`src/rtl/present_enc_ctrl_pkg.sv`:
```
// ---------------------------------------------------------------------------
// present_enc_ctrl_pkg
//   Shared constants and helper functions for the PRESENT-80 encryption
//   sequencer: FSM state codes, round count, the 4-bit S-box table, the bit
//   permutation layer and the key-schedule update.
// ---------------------------------------------------------------------------
package present_enc_ctrl_pkg;

    // FSM state codes. Two bits are used so that illegal encodings exist and
    // can be steered back to IDLE.
    localparam logic [1:0] IDLE = 2'b00;
    localparam logic [1:0] RUN  = 2'b01;

    localparam int PRESENT_ROUNDS = 31;
    localparam int BLOCK_W        = 64;
    localparam int KEY_W_C        = 80;

    // PRESENT 4-bit S-box.
    function automatic logic [3:0] sbox4(input logic [3:0] x);
        logic [3:0] y;
        case (x)
            4'h0: y = 4'hC;  4'h1: y = 4'h5;  4'h2: y = 4'h6;  4'h3: y = 4'hB;
            4'h4: y = 4'h9;  4'h5: y = 4'h0;  4'h6: y = 4'hA;  4'h7: y = 4'hD;
            4'h8: y = 4'h3;  4'h9: y = 4'hE;  4'hA: y = 4'hF;  4'hB: y = 4'h8;
            4'hC: y = 4'h4;  4'hD: y = 4'h7;  4'hE: y = 4'h1;  default: y = 4'h2;
        endcase
        return y;
    endfunction

    // Bit permutation: bit i moves to (16*i) mod 63; bit 63 stays put.
    function automatic logic [BLOCK_W-1:0] p_layer(input logic [BLOCK_W-1:0] x);
        logic [BLOCK_W-1:0] y;
        y = '0;
        for (int i = 0; i < 63; i++) begin
            y[(16 * i) % 63] = x[i];
        end
        y[63] = x[63];
        return y;
    endfunction

    // One key-schedule step: rotate left 61, S-box the top nibble, fold in
    // the round counter at bits 19:15.
    function automatic logic [KEY_W_C-1:0] key_update(input logic [KEY_W_C-1:0] k,
                                                      input logic [4:0]         rc);
        logic [KEY_W_C-1:0] r;
        r          = {k[18:0], k[79:19]};
        r[79:76]   = sbox4(r[79:76]);
        r[19:15]   = r[19:15] ^ rc;
        return r;
    endfunction

endpackage

```
`src/rtl/present_enc_ctrl_if.sv`:
```
// ---------------------------------------------------------------------------
// present_enc_ctrl_if
//   Host-side handshake and data bus of the PRESENT-80 sequencer.
//   start      host -> core  request, honoured only while busy is low
//   plaintext  host -> core  64-bit block, captured on the accepting edge
//   key        host -> core  80-bit key, captured on the accepting edge
//   busy       core -> host  block in flight
//   done       core -> host  one-cycle pulse, ciphertext valid
//   ciphertext core -> host  result, held until the next done
// ---------------------------------------------------------------------------
interface present_enc_ctrl_if;
    import present_enc_ctrl_pkg::*;

    logic                 start;
    logic [BLOCK_W-1:0]   plaintext;
    logic [KEY_W_C-1:0]   key;
    logic                 busy;
    logic                 done;
    logic [BLOCK_W-1:0]   ciphertext;

    modport master (output start, plaintext, key, input  busy, done, ciphertext);
    modport slave  (input  start, plaintext, key, output busy, done, ciphertext);
endinterface

```
`src/rtl/present_key_schedule.sv`:
```
// ---------------------------------------------------------------------------
// present_key_schedule
//   Combinational PRESENT-80 key update for one round.
//   k_in   in  80  current key register
//   rc     in  5   round counter of the round being executed
//   k_out  out 80  key for the following round
// ---------------------------------------------------------------------------
module present_key_schedule
    import present_enc_ctrl_pkg::*;
(
    input  logic [KEY_W_C-1:0] k_in,
    input  logic [4:0]         rc,
    output logic [KEY_W_C-1:0] k_out
);
    logic [KEY_W_C-1:0] rot;
    logic [3:0]         top_sb;

    // Rotate left by 61 == rotate right by 19.
    assign rot = {k_in[18:0], k_in[79:19]};

    present_sbox u_sbox (
        .din  (rot[79:76]),
        .dout (top_sb)
    );

    assign k_out = {top_sb, rot[75:20], rot[19:15] ^ rc, rot[14:0]};
endmodule

```
`src/rtl/present_sbox.sv`:
```
// ---------------------------------------------------------------------------
// present_sbox
//   Single 4-bit PRESENT S-box, purely combinational.
//   din   in  4  nibble in
//   dout  out 4  substituted nibble
// ---------------------------------------------------------------------------
module present_sbox
    import present_enc_ctrl_pkg::*;
(
    input  logic [3:0] din,
    output logic [3:0] dout
);
    assign dout = sbox4(din);
endmodule

```
`src/rtl/present_sbox_layer.sv`:
```
// ---------------------------------------------------------------------------
// present_sbox_layer
//   64-bit parallel substitution layer: sixteen 4-bit S-boxes side by side.
//   din   in  64  state after round-key addition
//   dout  out 64  substituted state
// ---------------------------------------------------------------------------
module present_sbox_layer
    import present_enc_ctrl_pkg::*;
(
    input  logic [BLOCK_W-1:0] din,
    output logic [BLOCK_W-1:0] dout
);
    for (genvar g = 0; g < BLOCK_W / 4; g++) begin : g_nib
        present_sbox u_sbox (
            .din  (din [4*g +: 4]),
            .dout (dout[4*g +: 4])
        );
    end
endmodule

```
`src/rtl/present_enc_ctrl.sv`:
```
// ---------------------------------------------------------------------------
// present_enc_ctrl
//   Iterative PRESENT-80 encryption sequencer, one round per clock.
//   Captures plaintext/key on an accepted start, runs ROUNDS rounds through
//   the parallel S-box layer and the key schedule, then applies the final
//   whitening key and pulses done.
//   clk   in          rising-edge clock
//   rst   in          asynchronous active-high reset
//   bus   slave port  start/plaintext/key in, busy/done/ciphertext out
// Parameters
//   ROUNDS  rounds before final whitening (1..31)
//   KEY_W   key width, must be 80
// ---------------------------------------------------------------------------
module present_enc_ctrl
    import present_enc_ctrl_pkg::*;
#(
    parameter int ROUNDS = PRESENT_ROUNDS,
    parameter int KEY_W  = 80
) (
    input  logic              clk,
    input  logic              rst,
    present_enc_ctrl_if.slave bus
);

    if (KEY_W != 80) begin : g_bad_key_w
        $error("present_enc_ctrl: only KEY_W=80 is supported");
    end
    if (ROUNDS < 1 || ROUNDS > 31) begin : g_bad_rounds
        $error("present_enc_ctrl: ROUNDS must be in 1..31");
    end

    localparam logic [4:0] LAST_RC = 5'(ROUNDS);

    logic [1:0]          state;
    logic [BLOCK_W-1:0]  st;
    logic [KEY_W_C-1:0]  k;
    logic [4:0]          rc;
    logic                busy_q;
    logic                done_q;
    logic [BLOCK_W-1:0]  ct_q;

    logic [BLOCK_W-1:0]  keyed;
    logic [BLOCK_W-1:0]  subst;
    logic [BLOCK_W-1:0]  round_out;
    logic [KEY_W_C-1:0]  k_next;

    // Round datapath: add round key, substitute, permute.
    assign keyed     = st ^ k[79:16];
    assign round_out = p_layer(subst);

    present_sbox_layer u_sbox_layer (
        .din  (keyed),
        .dout (subst)
    );

    present_key_schedule u_key_schedule (
        .k_in  (k),
        .rc    (rc),
        .k_out (k_next)
    );

    // NOTE: every register here is reset, including the datapath state and
    // key, so an aborted block leaves no key material behind.
    always_ff @(posedge clk or posedge rst) begin
        if (rst) begin
            state  <= IDLE;
            st     <= '0;
            k      <= '0;
            rc     <= '0;
            busy_q <= 1'b0;
            done_q <= 1'b0;
            ct_q   <= '0;
        end else begin
            // NOTE: non-blocking assignments throughout, so every branch sees
            // the pre-edge values of st/k/rc regardless of statement order.
            done_q <= 1'b0;
            case (state)
                IDLE: begin
                    if (bus.start) begin
                        st     <= bus.plaintext;
                        k      <= bus.key;
                        rc     <= 5'd1;
                        busy_q <= 1'b1;
                        state  <= RUN;
                    end
                end
                RUN: begin
                    st <= round_out;
                    k  <= k_next;
                    rc <= rc + 5'd1;
                    if (rc == LAST_RC) begin
                        // Final whitening uses the key produced by this round.
                        ct_q   <= round_out ^ k_next[79:16];
                        done_q <= 1'b1;
                        busy_q <= 1'b0;
                        state  <= IDLE;
                    end
                end
                // NOTE: a default arm recovers illegal encodings instead of
                // leaving the FSM stuck in an unreachable code.
                default: begin
                    state  <= IDLE;
                    busy_q <= 1'b0;
                end
            endcase
        end
    end

    assign bus.busy       = busy_q;
    assign bus.done       = done_q;
    assign bus.ciphertext = ct_q;

endmodule
```
`src/flat_wrapper.sv`:
```
// flat-port wrapper written by rule: the top's interface ports become plain ports
module present_enc_ctrl_flat import present_enc_ctrl_pkg::*;
#(
    parameter int ROUNDS = PRESENT_ROUNDS,
    parameter int KEY_W  = 80
)
  (clk, rst, bus_start, bus_plaintext, bus_key, bus_busy, bus_done, bus_ciphertext);
  present_enc_ctrl_if bus_i ();
  input  logic clk;
  input  logic rst;
  input wire logic [$bits(bus_i.start)-1:0] bus_start;
  input wire logic [$bits(bus_i.plaintext)-1:0] bus_plaintext;
  input wire logic [$bits(bus_i.key)-1:0] bus_key;
  output wire logic [$bits(bus_i.busy)-1:0] bus_busy;
  output wire logic [$bits(bus_i.done)-1:0] bus_done;
  output wire logic [$bits(bus_i.ciphertext)-1:0] bus_ciphertext;
  assign bus_i.start = bus_start;
  assign bus_i.plaintext = bus_plaintext;
  assign bus_i.key = bus_key;
  assign bus_busy = bus_i.busy;
  assign bus_done = bus_i.done;
  assign bus_ciphertext = bus_i.ciphertext;
  present_enc_ctrl #(.ROUNDS(ROUNDS), .KEY_W(KEY_W)) u_core (.clk(clk), .rst(rst), .bus(bus_i));
endmodule
```
`config.mk`:
```
export PLATFORM = sky130hd
export DESIGN_NAME = present_enc_ctrl_flat
export DESIGN_NICKNAME = d
export VERILOG_FILES = /design/src/rtl/present_enc_ctrl_pkg.sv /design/src/rtl/present_enc_ctrl_if.sv /design/src/rtl/present_key_schedule.sv /design/src/rtl/present_sbox.sv /design/src/rtl/present_sbox_layer.sv /design/src/rtl/present_enc_ctrl.sv /design/src/flat_wrapper.sv
export SDC_FILE = /design/constraint.sdc
export NUM_CORES = 1
export LEC_CHECK = 0
export ABC_AREA = 1
export CORE_MARGIN = 2
export CORE_UTILIZATION = 53
export CTS_BUF_LIST = sky130_fd_sc_hd__clkbuf_16
export DETAILED_ROUTE_END_ITERATION = 16
export DONT_BUFFER_PORTS = 1
export GPL_ROUTABILITY_DRIVEN = 0
export PLACE_DENSITY = 0.8
export SYNTH_ARGS = -nofsm -noshare
export SYNTH_HDL_FRONTEND = slang
export SYNTH_SLANG_ARGS = --single-unit
export TNS_END_PERCENT = 10
```
`constraint.sdc`:
```
create_clock -name clk -period 11.9 [get_ports clk]
set_input_delay 2.38 -clock clk [delete_from_list [all_inputs] [get_ports clk]]
set_output_delay 2.38 -clock clk [all_outputs]
set_load 0.05 [all_outputs]
```
==> run metrics, run 1 <==
initial antenna violation count 3; CP cell instances nor2_4 > buf_4 > clkinv_2 > buf_4 > o21ai_0 > o21bai_1; final worst-path cycle share 36.3%; Post-synth top cells nand2_1 (914), nand3_1 (301), dfrtp_1 (215); Hold Vio Cnt, Final 0; largest family of logic cells by synthesized area simple AND/OR/NAND/NOR gates; hold buffers post-CTS 0; flops & latches, synth 215; pin count of the biggest net entering global routing 100; Reg2Reg Depth 7; setup TNS 0 ns; Die X 169 µm; HP Class reg2reg; H-tree depth 1; Syn. warnings 0; Die Area 28500 µm²; Final ANT Viol Nets 0; drt wl/cell 20.3 µm; Synth Area in Compound Gates 9.38%; post-cts repair resize count 0; CP Launch Type primary input; post-synth top area share 37.4%; Synth cell types 30; DR iter-0 viols 1773; Period minus WS final 4.32 ns; Setup Skew 0.0155 ns; setup violators final 0; status finished, final reports clean; crit path max-delay cell type clkinv_2; IO Count 213; Max Buffers Root-to-Sink 3; CTS tree built; CP Max Fanout 64; Residual DRC 0; Layout area overhead 5.87%; nets 2218; crit path DAT 4.78 ns; vias in the first global route 13200; Synth area leader dfrtp_1; total global routing overflow 0; syn avg cell area 7.16 µm²; core area 26800 µm²; Syn Nets 2244; Top FF cell, synth dfrtp_1; crit-path max cell delay 0.73 ns; total wire length 47500 µm; Hold Path Depth 2; crit end category register; Seq/Total Area, Yosys 37.4%; min-delay src u_core.st[49]; final cell count without fillers 2342; Die Span Y 169 µm; IO Port Bufs 0; worst path bufs/invs 3; Starting Density 53.7%; proportion of synthesized area in mux cells 0%; cell mode on critical path buf_4; reg-to-reg critical path startpoint u_core.state[0]; post-synthesis cell area 14400 µm²; delay-heaviest family, CP buffers and inverters; clock root buffer clkbuf_16; first-pass GRT wire length 72600 µm; placed insts 2298; FMAX 232 MHz; Hold EP u_core.st[49]; flop2flop setup slack 8.55 ns; post-synthesis adder-cell area fraction 7.56%; clock sinks 215; asr flop ratio synth 100%; clk_lat worst skew 0.54 ns; Cell Area, Placed 14500 µm²; DP HPWL 35100 µm; Slew Viols, Final 0; Max Cap Viol 0; Post-synth EDFFs 0; DR vias/cell 5.97; clk slew on worst S/H paths 0.06 ns; slew margin rel. 27.9%; worst slew pin tran 1.08 ns; drt first pass iters 6; final core area utilization 56.9%; top-count cell post-synth nand2_1; share of cells above drive strength 1 3.85%; Area contributors post-synth dfrtp_1 (37%), nand2_1 (24%), nand3_1 (10%), ha_1 (7.6%), inv_1 (5.0%); Final Instance Area 15200 µm²; Tot GR Track Use 32.9%; total CTS buffers 25; Crit Path Class in2reg; post-synthesis simple-gate area fraction 35.3%; RSZ-0062 raised after global routing false; Mapped Cells 2010; setup repair bufs after CTS 0; via count 14000; reg2reg end u_core.st[46]; row count 60; WP data required 12.36 ns; Synth Area in XOR/XNOR 2.64%
## flip-flops by register name, indices dropped and copies added (netlist names)
signal / count
u_core.bus.ciphertext: 64
u_core.bus.done: 1
u_core.k: 80
u_core.rc: 5
u_core.st: 64
u_core.state: 1
## cell families after synthesis
group / count (synthesis)
simple gates: 1237
compound gates: 169
fa+ha+maj: 87
buf+inv: 262
flops: 215
xor+xnor: 40
## worst register-to-register path, stage by stage, from the launching register on
cell      delay (ns)
dfrtp_2         0.38
buf_4           0.35
nor2_4          0.19
buf_4           0.52
clkinv_2        0.79
buf_4           0.61
o21ai_0         0.31
o21bai_1        0.13
## cells in the final DEF, fill, tap and decap left out, types with 2 or more instances in the layout
cell type / netlist / routed
a21oi_1: 4 / 4
a22o_1: 2 / 2
a22oi_1: 2 / 2
buf_4: 2 / 9
clkbuf_16: 0 / 25
clkinv_1: 0 / 4
clkinv_2: 0 / 6
dfrtp_1: 215 / 214
ha_1: 87 / 87
inv_1: 193 / 201
inv_2: 7 / 4
inv_8: 0 / 2
nand2_1: 914 / 914
nand2_2: 9 / 9
nand3_1: 301 / 301
nand3_2: 2 / 2
nor2_1: 7 / 7
o211ai_1: 49 / 49
o21ai_0: 20 / 20
o21ai_1: 8 / 8
o21bai_1: 10 / 10
o221ai_1: 63 / 63
o221ai_2: 10 / 10
xnor2_1: 21 / 21
xor2_1: 15 / 15
xor2_2: 4 / 4
## metrics by stage
step / hold slack, ns / worst slack [ns]
3_5_place_dp: 0.531 / 7.16
5_1_grt: 0.566 / 7.50
4_1_cts: 0.546 / 7.69
3_3_place_gp: 0.519 / 7.18
6_report: 0.552 / 7.58
2_1_floorplan: 0.502 / 3.64
## layer usage
metal  vias up  part of all wire [%]  global-route usage, %  routed length (µm)
met5         -                 0.059                      0                  28
met4         4                   6.1                   17.5                2920
met3       154                    12                   8.95                5580
met2       768                    44                   50.3               20700
met1      6587                    39                   42.6               18300
li1       6475                     -                      -                   -
## how the worst max path moves through the flow
stage	startpoint	end	slack (ns)	cells after the start
final	bus_start	u_core.st[46]	7.58	6
after global routing	bus_start	u_core.st[20]	7.50	6
after CTS	bus_start	u_core.st[46]	7.69	6
after detailed placement	bus_start	u_core.st[46]	7.16	6
after global placement	bus_start	u_core.st[46]	7.18	6
after floorplan	rst	u_core.bus.ciphertext[0]	3.64	1
## area by class of cell
| cell class | instances | area, µm² |
|---|---|---|
| Inverter | 200 | 763 |
| Fill cell | 2481 | 11600 |
| Clock inverter | 18 | 80.1 |
| Tap cell | 341 | 427 |
| Clock buffer | 25 | 626 |
| Antenna cell | 1 | 2.50 |
| Sequential cell | 215 | 5380 |
| Timing Repair Buffer | 9 | 67.6 |
| Multi-Input combinational cell | 1533 | 7890 |
Power of run 1 is not shown: default switching activity piles up to over one toggle a cycle in this logic, so the estimate is an artifact.
==> run 2, diff against run 1 <==
--- a/config.mk
+++ b/config.mk
@@ -12,7 +12,7 @@
 export DETAILED_ROUTE_END_ITERATION = 16
 export DONT_BUFFER_PORTS = 1
 export GPL_ROUTABILITY_DRIVEN = 0
-export PLACE_DENSITY = 0.8
+export PLACE_DENSITY = 0.83
 export SYNTH_ARGS = -nofsm -noshare
 export SYNTH_HDL_FRONTEND = slang
 export SYNTH_SLANG_ARGS = --single-unit
==> constraint.sdc (replaced) <==
create_clock -name clk -period 3.8 [get_ports clk]
set_input_delay 0.76 -clock clk [delete_from_list [all_inputs] [get_ports clk]]
set_output_delay 0.76 -clock clk [all_outputs]
set_load 0.05 [all_outputs]
==> run 2 against run 1 <==
Net effect:
- clock-buffer cell count unchanged
- via count is 1.4% higher
- worst hold slack worse by 0.34 ns
- register-to-register slack worse by 7.1 ns
- critical path type is now reg2reg
- largest cell class unchanged
==> run metrics, run 2 (synthesis results as in run 1) <==
status finished, final reports clean (unchanged); Filler cells 2374 (was 2481); vias in the first global route 13300 (was 13200); first-pass GRT wire length 74400 µm (was 72600 µm); commonest non-fill, non-tap cell in the layout nand2_1 (unchanged); setup violators final 0 (unchanged); crit path launch u_core.state[0] (was bus_start); via count 14200 (was 14000); Final Worst Setup Slack 1.46 ns (was 7.58 ns); FMAX 427 MHz; Hold Vio Cnt, Final 0 (unchanged); CTS tree built (unchanged); drt wl/cell 20.5 µm (was 20.3 µm); area of the multi-input gates 7890 µm² (unchanged); Die Area 28500 µm² (unchanged); setup TNS 0 ns (unchanged); IO Port Bufs 0 (unchanged); final worst-path cycle share 61.6%; DR iter-0 viols 1978 (was 1773); core area 26800 µm² (unchanged); Slew Viols, Final 0 (unchanged); DR vias/cell 6.04 (was 5.97); CP Launch Type register (was primary input); Max Buffers Root-to-Sink 3 (unchanged); IO Count 213 (unchanged); hold buffers post-CTS 0 (unchanged); row count 60 (unchanged); Residual DRC 0 (unchanged); max FFs per register 80 (unchanged); Reg2Reg Depth 4 (was 7); pin count of the biggest net entering global routing 95 (was 100); Die Span Y 169 µm (unchanged); reg-to-reg critical path startpoint u_core.state[0] (unchanged); reg2reg end u_core.k[48] (was u_core.st[46]); WP data required 4.17 ns (was 12.36 ns); initial antenna violation count 3 (unchanged); total wire length 48300 µm (was 47500 µm); FF+latch area 5380 µm² (unchanged); clk_lat worst skew 0.53 ns (was 0.54 ns); setup repair bufs after CTS 0 (unchanged); Die X 169 µm (unchanged); total global routing overflow 0 (unchanged); crit end category register (unchanged); most frequent cells in the layout nand2_1 (914), nand3_1 (301), dfrtp_1 (214), inv_1 (195), ha_1 (87) (was nand2_1 (914), nand3_1 (301), dfrtp_1 (214), inv_1 (201), ha_1 (87)); worst slew pin tran 0.958 ns (was 1.08 ns); Tot GR Track Use 33.6% (was 32.9%); nets 2223 (was 2218); Final ANT Viol Nets 0 (unchanged); Worst Setup EP u_core.k[48] (was u_core.st[46]); Starting Density 53.7% (unchanged); crit path DAT 2.71 ns (was 4.78 ns); Period minus WS final 2.34 ns; RSZ-0062 raised after global routing false (unchanged); flop2flop setup slack 1.46 ns (was 8.55 ns); share of cells above drive strength 1 4.44% (was 3.85%); slew margin rel. 36.1% (was 27.9%); HP Class in2async (was reg2reg); H-tree depth 1 (unchanged); clock sinks 215 (unchanged); pre-CTS setup slack 1.55 ns (was 7.16 ns); drt first pass iters 7 (was 6); CP Max Fanout 60 (was 64); clock root buffer clkbuf_16 (unchanged); most flop-heavy register u_core.k (unchanged); DP HPWL 36200 µm (was 35100 µm); Setup Skew 0.0205 ns (was 0.0155 ns); post-cts repair resize count 0 (unchanged); clk slew on worst S/H paths 0.06 ns (about the same); Crit Path Class reg2reg (was in2reg); Layout area overhead 6.72% (was 5.87%); total CTS buffers 25 (unchanged); Max Cap Viol 0 (unchanged)
==> run 2: cell types whose count changed in the layout (fill, tap and decap cells not counted) <==
cell        delta
inv_8          -2
inv_1          -6
clkinv_2       +3
buf_12         +5
clkinvlp_4     +4
inv_6          +1
diode_2        +2
clkinv_4       +1
==> run 2: stage by stage <==
step | std cells | util (%) | cell area (µm²) | hold WS, ns
after detailed placement | 2303 | 54.6 | 14600 | 0.527
after floorplan | 2010 | - | 14400 | 0.502
after CTS | 2347 | 57.3 | 15400 | 0.243
final | 2350 | 57.3 | 15400 | 0.213
after global routing | 2348 | 57.3 | 15400 | 0.274
after global placement | 2303 | 54.6 | 14600 | 0.517
==> run 2: how the worst min path moves through the flow <==
stage | start | to | slack [ns] | depth (start not counted)
after global placement | u_core.st[49] | u_core.st[49] | 0.52 | 2
after detailed placement | u_core.st[49] | u_core.st[49] | 0.53 | 2
after floorplan | u_core.k[11] | u_core.bus.ciphertext[56] | 0.50 | 3
final | rst | u_core.bus.done | 0.21 | 1
after global routing | rst | u_core.bus.ciphertext[10] | 0.27 | 1
after CTS | rst | u_core.bus.done | 0.24 | 1
==> run 2: final cells by class <==
cell class / instances / share of cell area (%)
clock inverters: 19 / 0.660
well taps: 341 / 2.78
repair buffers: 14 / 1.09
flip-flops and latches: 215 / 35.0
inverters: 200 / 4.94
clock buffers: 25 / 4.07
diodes: 3 / 0.0489
multi-input cells: 1533 / 51.4
==> run 2: metal layers <==
layer	vias to the layer above	track usage (%)	routed length (µm)
met5	-	0	13
met2	877	50.6	20800
met3	168	9.21	6030
met1	6650	43.5	18100
met4	2	19.6	3240
li1	6492	-	-
==> run 2: critical path: stages (launching register included) <==
cell      delay, ns
dfrtp_2        0.55
clkinv_2       0.09
buf_4          0.50
buf_4          0.72
o221ai_1       0.22
Power of run 2 is left out for the same reason.
==> run 3, diff against run 2 <==
--- a/config.mk
+++ b/config.mk
@@ -5,14 +5,14 @@
 export SDC_FILE = /design/constraint.sdc
 export NUM_CORES = 1
 export LEC_CHECK = 0
-export ABC_AREA = 1
+export ABC_AREA = 0
 export CORE_MARGIN = 2
 export CORE_UTILIZATION = 53
 export CTS_BUF_LIST = sky130_fd_sc_hd__clkbuf_16
 export DETAILED_ROUTE_END_ITERATION = 16
 export DONT_BUFFER_PORTS = 1
 export GPL_ROUTABILITY_DRIVEN = 0
-export PLACE_DENSITY = 0.83
+export PLACE_DENSITY = 0.8
 export SYNTH_ARGS = -nofsm -noshare
 export SYNTH_HDL_FRONTEND = slang
 export SYNTH_SLANG_ARGS = --single-unit
==> constraint.sdc (replaced) <==
create_clock -name clk -period 2.4 [get_ports clk]
set_input_delay 0.48 -clock clk [delete_from_list [all_inputs] [get_ports clk]]
set_output_delay 0.48 -clock clk [all_outputs]
set_load 0.05 [all_outputs]
==> run 3 against run 2 <==
Net effect:
- core utilization up 3.1 points
- register-to-register slack worse by 1.4 ns
- final cell count down 31%
- area after synthesis down 8.1%
- global-route usage down 5.0 points
- highest routed layer unchanged
- flip-flop and latch count unchanged
- fmax down 0.98%
- non-clock buffer count up 40
- critical path type unchanged
- worst setup slack worse by 1.4 ns
- sequential share of layout area up 1.5 points
- final area down 4.1%
==> run metrics, run 3 <==
worst slew pin tran 0.620 ns (was 0.958 ns); setup violators final 0 (unchanged); DR vias/cell 5.92 (was 6.04); drt first pass iters 5 (was 7); Max Cap Viol 0 (unchanged); Final Instance Area 14700 µm² (was 15400 µm²); final worst-path cycle share 98.5% (was 61.6%); CTS tree built (unchanged); total CTS buffers 24 (was 25); clk_lat worst skew 0.53 ns (about the same); max FFs per register 80 (unchanged); Syn. warnings 0 (unchanged); Filler cells 1937 (was 2374); FMAX 423 MHz (was 427 MHz); core area 24400 µm² (was 26800 µm²); status finished, final reports clean (unchanged); DR iter-0 viols 940 (was 1978); most flop-heavy register u_core.k (unchanged); Mapped Cells 1264 (was 2010); post-synth top area share 40.6% (was 37.4%); Die X 162 µm (was 169 µm); Top FF cell, synth dfrtp_1 (unchanged); commonest non-fill, non-tap cell in the layout dfrtp_1 (was nand2_1); IO Count 213 (unchanged); drt wl/cell 23.2 µm (was 20.5 µm); Slew Viols, Final 0 (unchanged); Final ANT Viol Nets 0 (unchanged); DP HPWL 28000 µm (was 36200 µm); clock sinks 215 (unchanged); total global routing overflow 0 (unchanged); crit end category register (unchanged); Seq/Total Area, Yosys 40.6% (was 37.4%); RSZ-0062 raised after global routing true (was false); Setup Skew 0.0138 ns (was 0.0205 ns); clock root buffer clkbuf_16 (unchanged); most frequent cells in the layout dfrtp_1 (214), nand2_1 (156), o21ai_0 (147), mux2i_1 (129), ha_1 (87) (was nand2_1 (914), nand3_1 (301), dfrtp_1 (214), inv_1 (195), ha_1 (87)); Layout area overhead 11.3% (was 6.72%); final core area utilization 60.4% (was 57.3%); total wire length 37600 µm (was 48300 µm); Die Area 26300 µm² (was 28500 µm²); asr flop ratio synth 100% (unchanged); Residual DRC 0 (unchanged); Period minus WS final 2.36 ns (was 2.34 ns); IO Port Bufs 0 (unchanged); flops & latches, synth 215 (unchanged); syn avg cell area 10.5 µm² (was 7.16 µm²); HP Class in2reg (was in2async); Synth area leader dfrtp_1 (unchanged); Starting Density 54.3% (was 53.7%); Area contributors post-synth dfrtp_1 (41%), mux2i_1 (9.8%), ha_1 (8.2%), o21ai_0 (5.6%), xnor2_1 (5.5%) (was dfrtp_1 (37%), nand2_1 (24%), nand3_1 (10%), ha_1 (7.6%), inv_1 (5.0%)); Post-synth top cells dfrtp_1 (215), nand2_1 (157), o21ai_0 (147) (was nand2_1 (914), nand3_1 (301), dfrtp_1 (215)); Hold Vio Cnt, Final 0 (unchanged); slew margin rel. 58.4% (was 36.1%); WP data required 2.80 ns (was 4.17 ns); H-tree depth 1 (unchanged); Tot GR Track Use 28.6% (was 33.6%); first-pass GRT wire length 56900 µm (was 74400 µm); Synth cell types 30 (unchanged); top-count cell post-synth dfrtp_1 (was nand2_1); Syn Nets 1498 (was 2244); vias in the first global route 9555 (was 13300); Post-synth EDFFs 0 (unchanged); CP Launch Type register (unchanged); initial antenna violation count 6 (was 3); nets 1509 (was 2223); share of cells above drive strength 1 12.4% (was 4.44%); via count 9604 (was 14200); pin count of the biggest net entering global routing 196 (was 95); setup repair bufs after CTS 0 (unchanged); clk slew on worst S/H paths 0.06 ns (about the same); FF+latch area 5380 µm² (about the same); Max Buffers Root-to-Sink 3 (unchanged); post-synthesis cell area 13200 µm² (was 14400 µm²); row count 57 (was 60); Cell Area, Placed 13900 µm² (was 14600 µm²); Die Span Y 162 µm (was 169 µm); setup TNS 0 ns (unchanged); CP Max Fanout 5 (was 60); crit path DAT 2.77 ns (was 2.71 ns); Crit Path Class reg2reg (unchanged); area of the multi-input gates 7430 µm² (was 7890 µm²)
[run 3: cell types whose count changed in the layout (fill, tap and decap cells not counted), moves of 48 or more]
cell      before  now
a21oi_1        4   60
o221ai_1      63    0
nand3_1      301    1
o21ai_0       20  147
mux2i_1        0  129
o211ai_1      49    0
inv_1        195   75
xnor2_1       21   69
nand2_1      914  156
[run 3: stage by stage]
| step | hold WS, ns | setup WS [ns] | std cells |
|---|---|---|---|
| 2_1_floorplan | 0.490 | -0.878 | 1264 |
| 3_3_place_gp | 0.411 | 0.0452 | 1572 |
| 3_5_place_dp | 0.418 | -0.00957 | 1572 |
| 4_1_cts | 0.0843 | 0.0149 | 1617 |
| 5_1_grt | 0.0875 | -0.0243 | 1619 |
| 6_report | 0.0677 | 0.0352 | 1621 |
[run 3: area by class of cell]
cell class,instances,area share (%)
inverter,69,1.78
clock inverter,19,0.697
antenna,4,0.0680
sequential,215,36.5
multi-input combinational,911,50.5
clock buffer,25,4.25
tap,324,2.75
timing repair buffer,54,3.45
[run 3: metal layers]
layer / up-vias / GRT usage [%] / share of wire (%)
li1: 4343 / - / -
met1: 4775 / 37.3 / 40
met2: 395 / 44.7 / 45
met3: 87 / 9.04 / 10
met4: 4 / 10.9 / 4.1
met5: - / 0 / 0.074
[run 3: kinds of logic after synthesis]
kind of cell	share of synthesized area [%]
xor+xnor	11.3
buf+inv	4.11
flops	40.6
mux	17.0
fa+ha+maj	8.22
compound gates	11.1
simple gates	7.60
[run 3: worst paths after layout]
| path | depth (start not counted) | slack (ns) | endpoint | startpoint |
|---|---|---|---|---|
| max | 7 | 0.04 | u_core.bus.ciphertext[11] | u_core.k[61] |
| min | 1 | 0.07 | u_core.rc[4] | bus_start |
| max reg2reg | 7 | 0.04 | u_core.bus.ciphertext[11] | u_core.k[61] |
| min reg2reg | 2 | 0.54 | u_core.k[65] | u_core.k[4] |
| max in group asynchronous | 3 | 1.25 | u_core.bus.ciphertext[5] | rst |
| min in group asynchronous | 2 | 0.47 | u_core.bus.ciphertext[58] | rst |
[run 3: what timing repair did]
item	CTS	global route
endpoints found under the hold margin	11	0
setup endpoints to repair	2	13
hold buffers	1	0
resized for setup	2	14
pin swaps	0	0
[run 3: worst max-delay path, stage by stage, from the launching register on]
cell,delay [ns]
dfrtp_1,0.45
xnor2_2,0.30
inv_1,0.14
ha_1,0.35
mux2i_1,0.21
xor2_1,0.36
xnor2_1,0.15
mux2_2,0.29
Power of run 3 is left out for the same reason.
